--- src/rtl/alu_pkg.sv ---
// -----------------------------------------------------------------------------
// alu_pkg
// Shared definitions for the ALU sharing logic: ALU control codes, the
// sequencer FSM state type and a multiply-detect helper.
// No ports (package).
// -----------------------------------------------------------------------------
package alu_pkg;

   localparam logic [3:0] ALU_AND = 4'b0000;
   localparam logic [3:0] ALU_OR  = 4'b0001;
   localparam logic [3:0] ALU_ADD = 4'b0010;
   localparam logic [3:0] ALU_SLL = 4'b0011;
   localparam logic [3:0] ALU_SUB = 4'b0100;
   localparam logic [3:0] ALU_SRL = 4'b0101;
   localparam logic [3:0] ALU_MUL = 4'b0110;
   localparam logic [3:0] ALU_XOR = 4'b0111;
   localparam logic [3:0] ALU_SLT = 4'b1000;

   typedef enum logic [1:0] {
      ST_IDLE = 2'd0,
      ST_EXEC = 2'd1,
      ST_RESP = 2'd2
   } arb_state_t;

   // Multiply is the only op that needs more than one EXEC cycle.
   function automatic logic is_mul(input logic [3:0] op);
      return (op == ALU_MUL);
   endfunction

endpackage

--- src/rtl/alu_share_arbiter_rr.sv ---
// -----------------------------------------------------------------------------
// rr_arbiter
// Combinational round-robin grant: picks the first asserted req_valid bit at
// or after index ptr, wrapping around. The pointer itself lives in the parent.
// Ports:
//   req_valid  in  NUM_REQ   per-requester valid
//   ptr        in  ID_W      highest-priority index this cycle (< NUM_REQ)
//   grant      out NUM_REQ   one-hot grant (all zero when nothing valid)
//   grant_idx  out ID_W      encoded index of the granted requester
//   grant_any  out 1         some requester is granted
// -----------------------------------------------------------------------------
module rr_arbiter #(
   parameter int NUM_REQ = 2
) (
   input  logic [NUM_REQ-1:0]         req_valid,
   input  logic [$clog2(NUM_REQ)-1:0] ptr,
   output logic [NUM_REQ-1:0]         grant,
   output logic [$clog2(NUM_REQ)-1:0] grant_idx,
   output logic                       grant_any
);

   localparam int ID_W = $clog2(NUM_REQ);

   int idx;

   always_comb begin
      grant     = '0;
      grant_idx = '0;
      grant_any = 1'b0;
      idx       = 0;
      for (int off = 0; off < NUM_REQ; off++) begin
         // Walk ptr, ptr+1, ... modulo NUM_REQ; first hit wins.
         idx = int'(ptr) + off;
         if (idx >= NUM_REQ) idx = idx - NUM_REQ;
         if (!grant_any && idx < NUM_REQ && req_valid[idx]) begin
            grant[idx] = 1'b1;
            grant_idx  = ID_W'(idx);
            grant_any  = 1'b1;
         end
      end
   end

endmodule

--- src/rtl/alu_share_arbiter.sv ---
// -----------------------------------------------------------------------------
// alu_share_arbiter
// Shares one combinational ALU among NUM_REQ requesters. One operation at a
// time is accepted (round-robin), its operands are registered onto the ALU
// inputs, the result is captured after 1 cycle (MUL_CYCLES for multiply) and
// returned together with the requester index.
//
// Handshakes: a transfer happens on a rising edge where valid and ready are
// both high. Producers hold valid and payload stable until ready; valid never
// depends on ready. req_ready may depend combinationally on req_valid.
//
// Ports:
//   clk, rst_n             clock, async active-low reset
//   req_valid/req_ready    per-requester request handshake
//   req_a/req_b/req_op     flattened operands / op, requester i at [i*W +: W]
//   rsp_valid/rsp_ready    response handshake
//   rsp_id, rsp_result     owner index and captured ALU result
//   alu_inp1/2, alu_control registered ALU inputs
//   alu_result             ALU output
//   busy                   state is not IDLE
//   fsm_state              current FSM state (observation only)
// -----------------------------------------------------------------------------
module alu_share_arbiter
   import alu_pkg::*;
#(
   parameter int NUM_REQ    = 2,
   parameter int DATA_W     = 32,
   parameter int MUL_CYCLES = 1
) (
   input  logic                         clk,
   input  logic                         rst_n,
   input  logic [NUM_REQ-1:0]           req_valid,
   output logic [NUM_REQ-1:0]           req_ready,
   input  logic [NUM_REQ*DATA_W-1:0]    req_a,
   input  logic [NUM_REQ*DATA_W-1:0]    req_b,
   input  logic [NUM_REQ*4-1:0]         req_op,
   output logic                         rsp_valid,
   input  logic                         rsp_ready,
   output logic [$clog2(NUM_REQ)-1:0]   rsp_id,
   output logic [DATA_W-1:0]            rsp_result,
   output logic [DATA_W-1:0]            alu_inp1,
   output logic [DATA_W-1:0]            alu_inp2,
   output logic [3:0]                   alu_control,
   input  logic [DATA_W-1:0]            alu_result,
   output logic                         busy,
   output logic [1:0]                   fsm_state
);

   localparam int ID_W  = $clog2(NUM_REQ);
   localparam int CNT_W = (MUL_CYCLES > 1) ? $clog2(MUL_CYCLES) : 1;

   arb_state_t         state, state_next;
   logic [ID_W-1:0]    ptr;
   logic [CNT_W-1:0]   cnt;

   logic [NUM_REQ-1:0] grant;
   logic [ID_W-1:0]    grant_idx;
   logic               grant_any;
   logic               accept;
   logic [3:0]         op_sel;

   rr_arbiter #(.NUM_REQ(NUM_REQ)) u_rr (
      .req_valid (req_valid),
      .ptr       (ptr),
      .grant     (grant),
      .grant_idx (grant_idx),
      .grant_any (grant_any)
   );

   // rst_n gates ready so that no grant is visible while reset is held.
   assign req_ready = (state == ST_IDLE && rst_n) ? grant : '0;
   assign accept    = (state == ST_IDLE) && grant_any;
   assign op_sel    = req_op[grant_idx*4 +: 4];

   assign rsp_valid = (state == ST_RESP);
   assign busy      = (state != ST_IDLE);
   assign fsm_state = state;

   always_comb begin
      state_next = state;
      case (state)
         ST_IDLE: if (accept)         state_next = ST_EXEC;
         ST_EXEC: if (cnt == '0)      state_next = ST_RESP;
         ST_RESP: if (rsp_ready)      state_next = ST_IDLE;
         default:                     state_next = ST_IDLE;
      endcase
   end

   always_ff @(posedge clk or negedge rst_n) begin
      if (!rst_n) begin
         state       <= ST_IDLE;
         ptr         <= '0;
         cnt         <= '0;
         rsp_id      <= '0;
         rsp_result  <= '0;
         alu_inp1    <= '0;
         alu_inp2    <= '0;
         alu_control <= '0;
      end else begin
         state <= state_next;
         if (accept) begin
            alu_inp1    <= req_a[grant_idx*DATA_W +: DATA_W];
            alu_inp2    <= req_b[grant_idx*DATA_W +: DATA_W];
            alu_control <= op_sel;
            rsp_id      <= grant_idx;
            ptr         <= (grant_idx == ID_W'(NUM_REQ-1)) ? '0 : grant_idx + ID_W'(1);
            cnt         <= is_mul(op_sel) ? CNT_W'(MUL_CYCLES-1) : '0;
         end
         if (state == ST_EXEC) begin
            // cnt counts the extra multiply cycles; capture on the last one.
            if (cnt != '0) cnt <= cnt - CNT_W'(1);
            else           rsp_result <= alu_result;
         end
      end
   end

endmodule
--- config.mk ---
export PLATFORM = sky130hd
export DESIGN_NAME = alu_share_arbiter
export DESIGN_NICKNAME = d
export VERILOG_FILES = /design/src/rtl/alu_pkg.sv /design/src/rtl/alu_share_arbiter_rr.sv /design/src/rtl/alu_share_arbiter.sv
export SDC_FILE = /design/constraint.sdc
export NUM_CORES = 1
export LEC_CHECK = 0
export CAP_MARGIN = 30
export CORE_UTILIZATION = 37
export CTS_CLUSTER_SIZE = 28
export DETAILED_ROUTE_END_ITERATION = 8
export GPL_ROUTABILITY_DRIVEN = 0
export GPL_TIMING_DRIVEN = 0
export HOLD_SLACK_MARGIN = 0.15
export PLACE_DENSITY = 0.81
export SYNTH_ARGS = -nofsm -noshare
export SYNTH_HDL_FRONTEND = slang
export SYNTH_SLANG_ARGS = --single-unit
export TNS_END_PERCENT = 10
--- constraint.sdc ---
create_clock -name clk -period 2 [get_ports clk]
set_input_delay 0.4 -clock clk [delete_from_list [all_inputs] [get_ports clk]]
set_output_delay 0.4 -clock clk [all_outputs]
set_load 0.01 [all_outputs]
==> results of run 1 <==
==> metrics by stage <==
step	TNS, ns	worst slack [ns]	utilization
after detailed placement	-9.64	-0.872	0.644
after global placement	-366.89	-3.63	0.642
final	0	0.0801	0.686
after floorplan	0	0.313	-
after CTS	-0.0606	-0.0606	0.685
after global routing	0	0.0155	0.686
==> registers in the layout, summed over array words and instances, names as in the netlist <==
| name | flops |
|---|---|
| rsp_result | 32 |
| alu_inp2 | 32 |
| alu_inp1 | 32 |
| fsm_state | 2 |
| ptr | 1 |
| rsp_id | 1 |
| cnt | 1 |
| alu_control | 4 |
==> Yosys cell counts, types with 2 or more instances <==
cell type,n,area share
nor2_2,2,0.0028
o21a_1,68,0.11
and2_1,2,0.0028
buf_6,2,0.0051
mux2_2,16,0.040
o21ai_0,2,0.0022
clkbuf_1,11,0.0093
a221o_1,68,0.15
dfrtp_1,105,0.59
buf_2,20,0.022
nand2b_1,2,0.0028
mux2_1,16,0.040
a21o_1,3,0.0051
and3_1,3,0.0042
inv_1,2,0.0017
==> kinds of logic after synthesis <==
group / share of synthesized area
buffers and inverters: 0.0393
AOI/OAI and AO/OA: 0.275
muxes: 0.0809
and+or+nand+nor: 0.0157
DFF: 0.590
==> where the power goes <==
group	internal, uW	switching [uW]
Combinational	3680	2530
Sequential	3180	603
Clock	1070	737
Total	7930	3870
==> worst reg2reg max path: stages, from the launching register on <==
cell and delay [ns]:
dfrtp_1 0.41, buf_4 0.15, nand2b_1 0.17, nor2_2 0.24
buf_2 0.31, mux2_2 0.38
==> area by class of cell <==
cell class / instances / area, um2
Buffer: 29 / 154
Clock buffer: 14 / 274
Clock inverter: 2 / 35.0
Fill cell: 875 / 3630
Inverter: 3 / 13.8
Multi-Input combinational cell: 185 / 1670
Sequential cell: 105 / 2630
Tap cell: 143 / 179
Timing Repair Buffer: 291 / 2980
==> metal layers <==
metal	GRT usage	vias to the layer above	wire, um
met5	0	-	0
met4	0.109	0	475
met2	0.462	208	8010
met1	0.288	2046	5980
li1	-	1872	-
met3	0.0506	34	1120
==> timing repair <==
item	in CTS	in global routing
gates resized for setup	14	4
hold buffers	5	0
endpoints found under the hold margin	45	0
endpoints found under the setup margin	3	3
pin swaps	2	1
setup buffers	3	2
gates cloned	1	0
==> path summary, 6_finish.rpt <==
kind	endpoint	slack, ns
max reg2reg	rsp_result[20]	0.24
min reg2reg	rsp_id	0.48
min in group clk	rsp_id	0.48
max in group asynchronous	alu_inp1[29]	1.00
min	rsp_result[18]	0.16
max	busy	0.08
==> results by group, run 1 <==
GRT
  • Vias in the first global route: 4555
  • GRT Overall Usage: 0.254
  • Initial antenna violation count: 0
  • Global-route wire length before repair: 24300 um
  • Largest net degree at the start of global routing: 46
  • GRT Residual Overflow: 0

Yosys
  • Syn Area/Cell: 13.7 um2
  • Post-synth EDFFs: 0
  • Post-synth ARST share: 1.00
  • Synth unique cells: 19
  • Synthesized cell area: 4460 um2
  • Gate Count Post-Synth: 326
  • Synth Register Bits: 105
  • Syn Nets: 499
  • Sequential cell area fraction in the yosys report: 0.590
  • Top FF cell, synth: dfrtp_1
  • Syn. warnings: 0

Timing
  • Max-slew violations: 0
  • Unrepaired setup endpoints after global routing: no
  • Final period util: 0.960
  • Worst slew pin tran: 0.497 ns
  • Fin crit period: 1.92 ns
  • Final setup violation count: 0
  • Clock Skews: 0.00513 ns
  • Final hold slack: 0.164 ns
  • Final Hold Fails: 0
  • Slew headroom: 0.667
  • Fmax: 521 MHz

Floorplan
  • DIE AREA: 12500 um2
  • Starting density of the core: 0.385
  • Die Wd: 112 um
  • Core Rows: 39
  • Core area: 11600 um2
  • Ports: 280
  • Die Height: 112 um

Power
  • Static Leak: 0.00332 uW
  • Maximum VDD drop: 777 uV
  • Pwr Density: 1490 nW/um2
  • Overall Power: 11800 uW

Drt
  • Wirelength per Cell: 20.2 um
  • DRT Wirelength: 15600 um
  • DRT iter0 DRCs: 199
  • DR vias/cell: 5.39
  • Pre-Repair DR Iteration Count: 7
  • Vias: 4160
  • Post-route ant nets: 0
  • DRC Markers: 18

Clock tree
  • Clock sink count: 105
  • Clock transition at path regs: 0.07 ns
  • CTS tree: built
  • CTS Root Cell: clkbuf_16
  • Clock latency on the worst-skew pair: 0.33 ns
  • CTS Buf Count: 9
  • CTS Buffer Depth: 2
  • H-tree depth: 3

Worst setup path
  • CP Depth: 3
  • CP max stage delay: 0.57 ns
  • Worst setup SP type: flip-flop
  • CP Max Fanout: 15
  • Critical Path Slowest Stage Cell: clkdlybuf4s50_1
  • CP Data Arrival Time: 1.52 ns
  • WP data required: 1.60 ns
  • Crit path cell chain: nor2_4, inv_4, clkdlybuf4s50_1
  • CP endpoint kind: output pin
  • Crit-path leading delay family: buffers and inverters
  • FF-to-FF Start: fsm_state[1]
  • Setup crit start: fsm_state[1]
  • FF-to-FF path depth: 5
  • Critical path class: flip-flop to output pin
  • Crit path buf inv count: 2

Place
  • DP Wirelength: 11700 um
  • Port buffer count: 279
  • Placed Area: 7450 um2
  • Placed insts: 749

Cells and area
  • Commonest non-fill, non-tap cell in the layout: clkdlybuf4s50_1
  • Most frequent cells in the layout: clkdlybuf4s50_1 (274), dfrtp_1 (105), o21a_1 (68), a221o_1 (68), buf_2 (18)
  • Nets: 797
  • Post-layout instance area: 7930 um2
  • Non-Filler Instances: 772
  • Ant diodes: 0
  • Layout cells sized above 1: 0.110
  • Area Overhead vs Synth: 77.9%

Min path
  • HP Class: primary input to async pin

Status
  • Failing checks: design-rule violations
  • Status: finished, violations left

Job
  • MaxCap Viol Count: 0
Power figures use the tool's default switching activity.
==> inputs of run 2 (changes only) <==
--- a/config.mk
+++ b/config.mk
@@ -5,7 +5,7 @@
 export SDC_FILE = /design/constraint.sdc
 export NUM_CORES = 1
 export LEC_CHECK = 0
-export CAP_MARGIN = 30
+export CAP_MARGIN = 5
 export CORE_UTILIZATION = 37
 export CTS_CLUSTER_SIZE = 28
 export DETAILED_ROUTE_END_ITERATION = 8
==> run 2 against run 1 <==
Against the previous run:
- the flow still finishes with violations (design-rule violations)
- critical path depth is the same
- maximum frequency unchanged
- via count unchanged
- highest routed layer unchanged
==> results by group, run 2 (synthesis gave the netlist of run 1 again) <==
Cells and area
  • Ant diodes: 0
  • Register Area: 2630 um2
  • Post-layout instance area: 7930 um2
  • Area Overhead vs Synth: 77.9%
  • Most frequent cells in the layout: clkdlybuf4s50_1 (274), dfrtp_1 (105), o21a_1 (68), a221o_1 (68), buf_2 (18)
  • Nets: 797
  • Commonest non-fill, non-tap cell in the layout: clkdlybuf4s50_1
  • Fill count: 875
  • Multi-input gate area: 1670 um2
  • Layout cells sized above 1: 0.110
  • Biggest regs: alu_inp1: 32 flops, alu_inp2: 32 flops, rsp_result: 32 flops

Clock tree
  • Clock sink count: 105
  • Clock transition at path regs: 0.07 ns
  • CTS Buffer Depth: 2
  • Clock latency on the worst-skew pair: 0.33 ns
  • CTS Buf Count: 9
  • H-tree depth: 3
  • CTS Root Cell: clkbuf_16
  • CTS tree: built

Power
  • P_sw: 3870 uW
  • Static Leak: 0.00332 uW
  • Sw frac: 0.328
  • Internal power: 7930 uW
  • Sequential share of power: 0.321
  • Clock power share: 0.153
  • Pwr Density: 1490 nW/um2
  • Maximum VDD drop: 777 uV
  • Combinational power share: 0.526
  • Overall Power: 11800 uW

Worst setup path
  • Worst setup SP type: flip-flop
  • Critical path class: flip-flop to output pin
  • End of the critical path: busy
  • FF-to-FF Start: fsm_state[1]
  • Setup crit start: fsm_state[1]
  • R2R Path End: rsp_result[20]
  • CP Max Fanout: 15
  • CP Data Arrival Time: 1.52 ns
  • FF-to-FF setup slack: 0.24 ns
  • FF-to-FF path depth: 5
  • WP data required: 1.60 ns
  • CP endpoint kind: output pin

Drt
  • DRT met1 WL: 5980 um
  • Post-route ant nets: 0
  • DR vias/cell: 5.39
  • WL met2: 8010 um
  • Vias: 4160
  • DRT iter0 DRCs: 199
  • Wirelength per Cell: 20.2 um
  • Top layer in use: met4
  • DRC Markers: 18
  • DRT Wirelength: 15600 um
  • Pre-Repair DR Iteration Count: 7
  • Met3 routed WL: 1120 um

GRT
  • Largest net degree at the start of global routing: 46
  • Initial antenna violation count: 0
  • Vias in the first global route: 4555
  • GRT Overall Usage: 0.254
  • GRT Residual Overflow: 0
  • Global-route wire length before repair: 24300 um

Status
  • Failing checks: design-rule violations
  • Status: finished, violations left

Timing
  • Final worst slack: 0.0801 ns
  • Final period util: 0.960
  • Fmax: 521 MHz
  • Max-slew violations: 0
  • Final Hold Fails: 0
  • Worst slew pin tran: 0.497 ns
  • Final setup violation count: 0
  • Fin crit period: 1.92 ns
  • Slew headroom: 0.667
  • Clock Skews: 0.00513 ns
  • Unrepaired setup endpoints after global routing: no

Floorplan
  • Starting density of the core: 0.385
  • Ports: 280
  • DIE AREA: 12500 um2
  • Die Height: 112 um
  • Die Wd: 112 um
  • Core Rows: 39
  • Core area: 11600 um2

Place
  • DP Worst Slack: -0.872 ns
  • DP Wirelength: 11700 um
  • Placed Area: 7450 um2
  • Port buffer count: 279

Min path
  • HP Class: primary input to async pin

Job
  • MaxCap Viol Count: 0
-- run 2: critical path, stage by stage, from the launching register on --
cell and delay [ns]:
dfrtp_1 0.39, nor2_4 0.07, inv_4 0.16, clkdlybuf4s50_1 0.57
-- run 2: worst min path at each step --
stage                       from              to  slack (ns)  cells after the start
after floorplan            rst_n  alu_control[0]        0.10                      0
after global placement    rsp_id          rsp_id        0.46                      1
after detailed placement   rst_n    alu_inp2[13]        0.45                      1
after CTS                  rst_n   rsp_result[8]        0.16                      2
after global routing       rst_n   rsp_result[0]        0.16                      2
final                      rst_n  rsp_result[18]        0.16                      2
-- run 2: layout make-up --
type                       instances  share of cell area
multi-input combinational        185               0.210
timing repair buffer             291               0.376
sequential                       105               0.331
clock inverter                     2             0.00442
clock buffer                      14              0.0346
buffer                            29              0.0194
tap                              143              0.0226
inverter                           3             0.00174
-- run 2: timing repair --
| item | CTS | global route |
|---|---|---|
| endpoints found under the setup margin | 3 | 3 |
| buffers inserted | 3 | 2 |
| resized for setup | 14 | 4 |
| cloned | 1 | 0 |
| hold buffers | 5 | 0 |
| pin swaps | 2 | 1 |
| hold endpoints to repair | 45 | 0 |
-- run 2: power groups by stage --
stage	registers (uW)	clock network [uW]	logic [uW]
6_report	3780	1810	6210
3_3_place_gp	3740	0	5950
3_5_place_dp	3800	0	6110
2_1_floorplan	4220	0	2430
5_1_grt	3900	1930	6600
4_1_cts	3790	1840	6220
-- run 2: per-stage QoR --
stage	setup TNS, ns	cells	hold slack [ns]	util
3_5_place_dp	-9.64	749	0.450	0.644
6_report	0	772	0.164	0.686
5_1_grt	0	772	0.159	0.686
4_1_cts	-0.0606	770	0.159	0.685
2_1_floorplan	0	326	0.104	-
3_3_place_gp	-366.89	748	0.460	0.642
-- run 2: metal layers --
metal,GRT usage,up-vias
met5,0,-
met2,0.462,208
met4,0.109,0
met3,0.0506,34
li1,-,1872
met1,0.288,2046
==> inputs of run 3 (changes only) <==
--- a/config.mk
+++ b/config.mk
@@ -7,7 +7,6 @@
 export LEC_CHECK = 0
 export CAP_MARGIN = 5
 export CORE_UTILIZATION = 37
-export CTS_CLUSTER_SIZE = 28
 export DETAILED_ROUTE_END_ITERATION = 8
 export GPL_ROUTABILITY_DRIVEN = 0
 export GPL_TIMING_DRIVEN = 0
==> results of run 3 <==
Same layout as run 2: the final DEF is identical, and so are final timing and power.
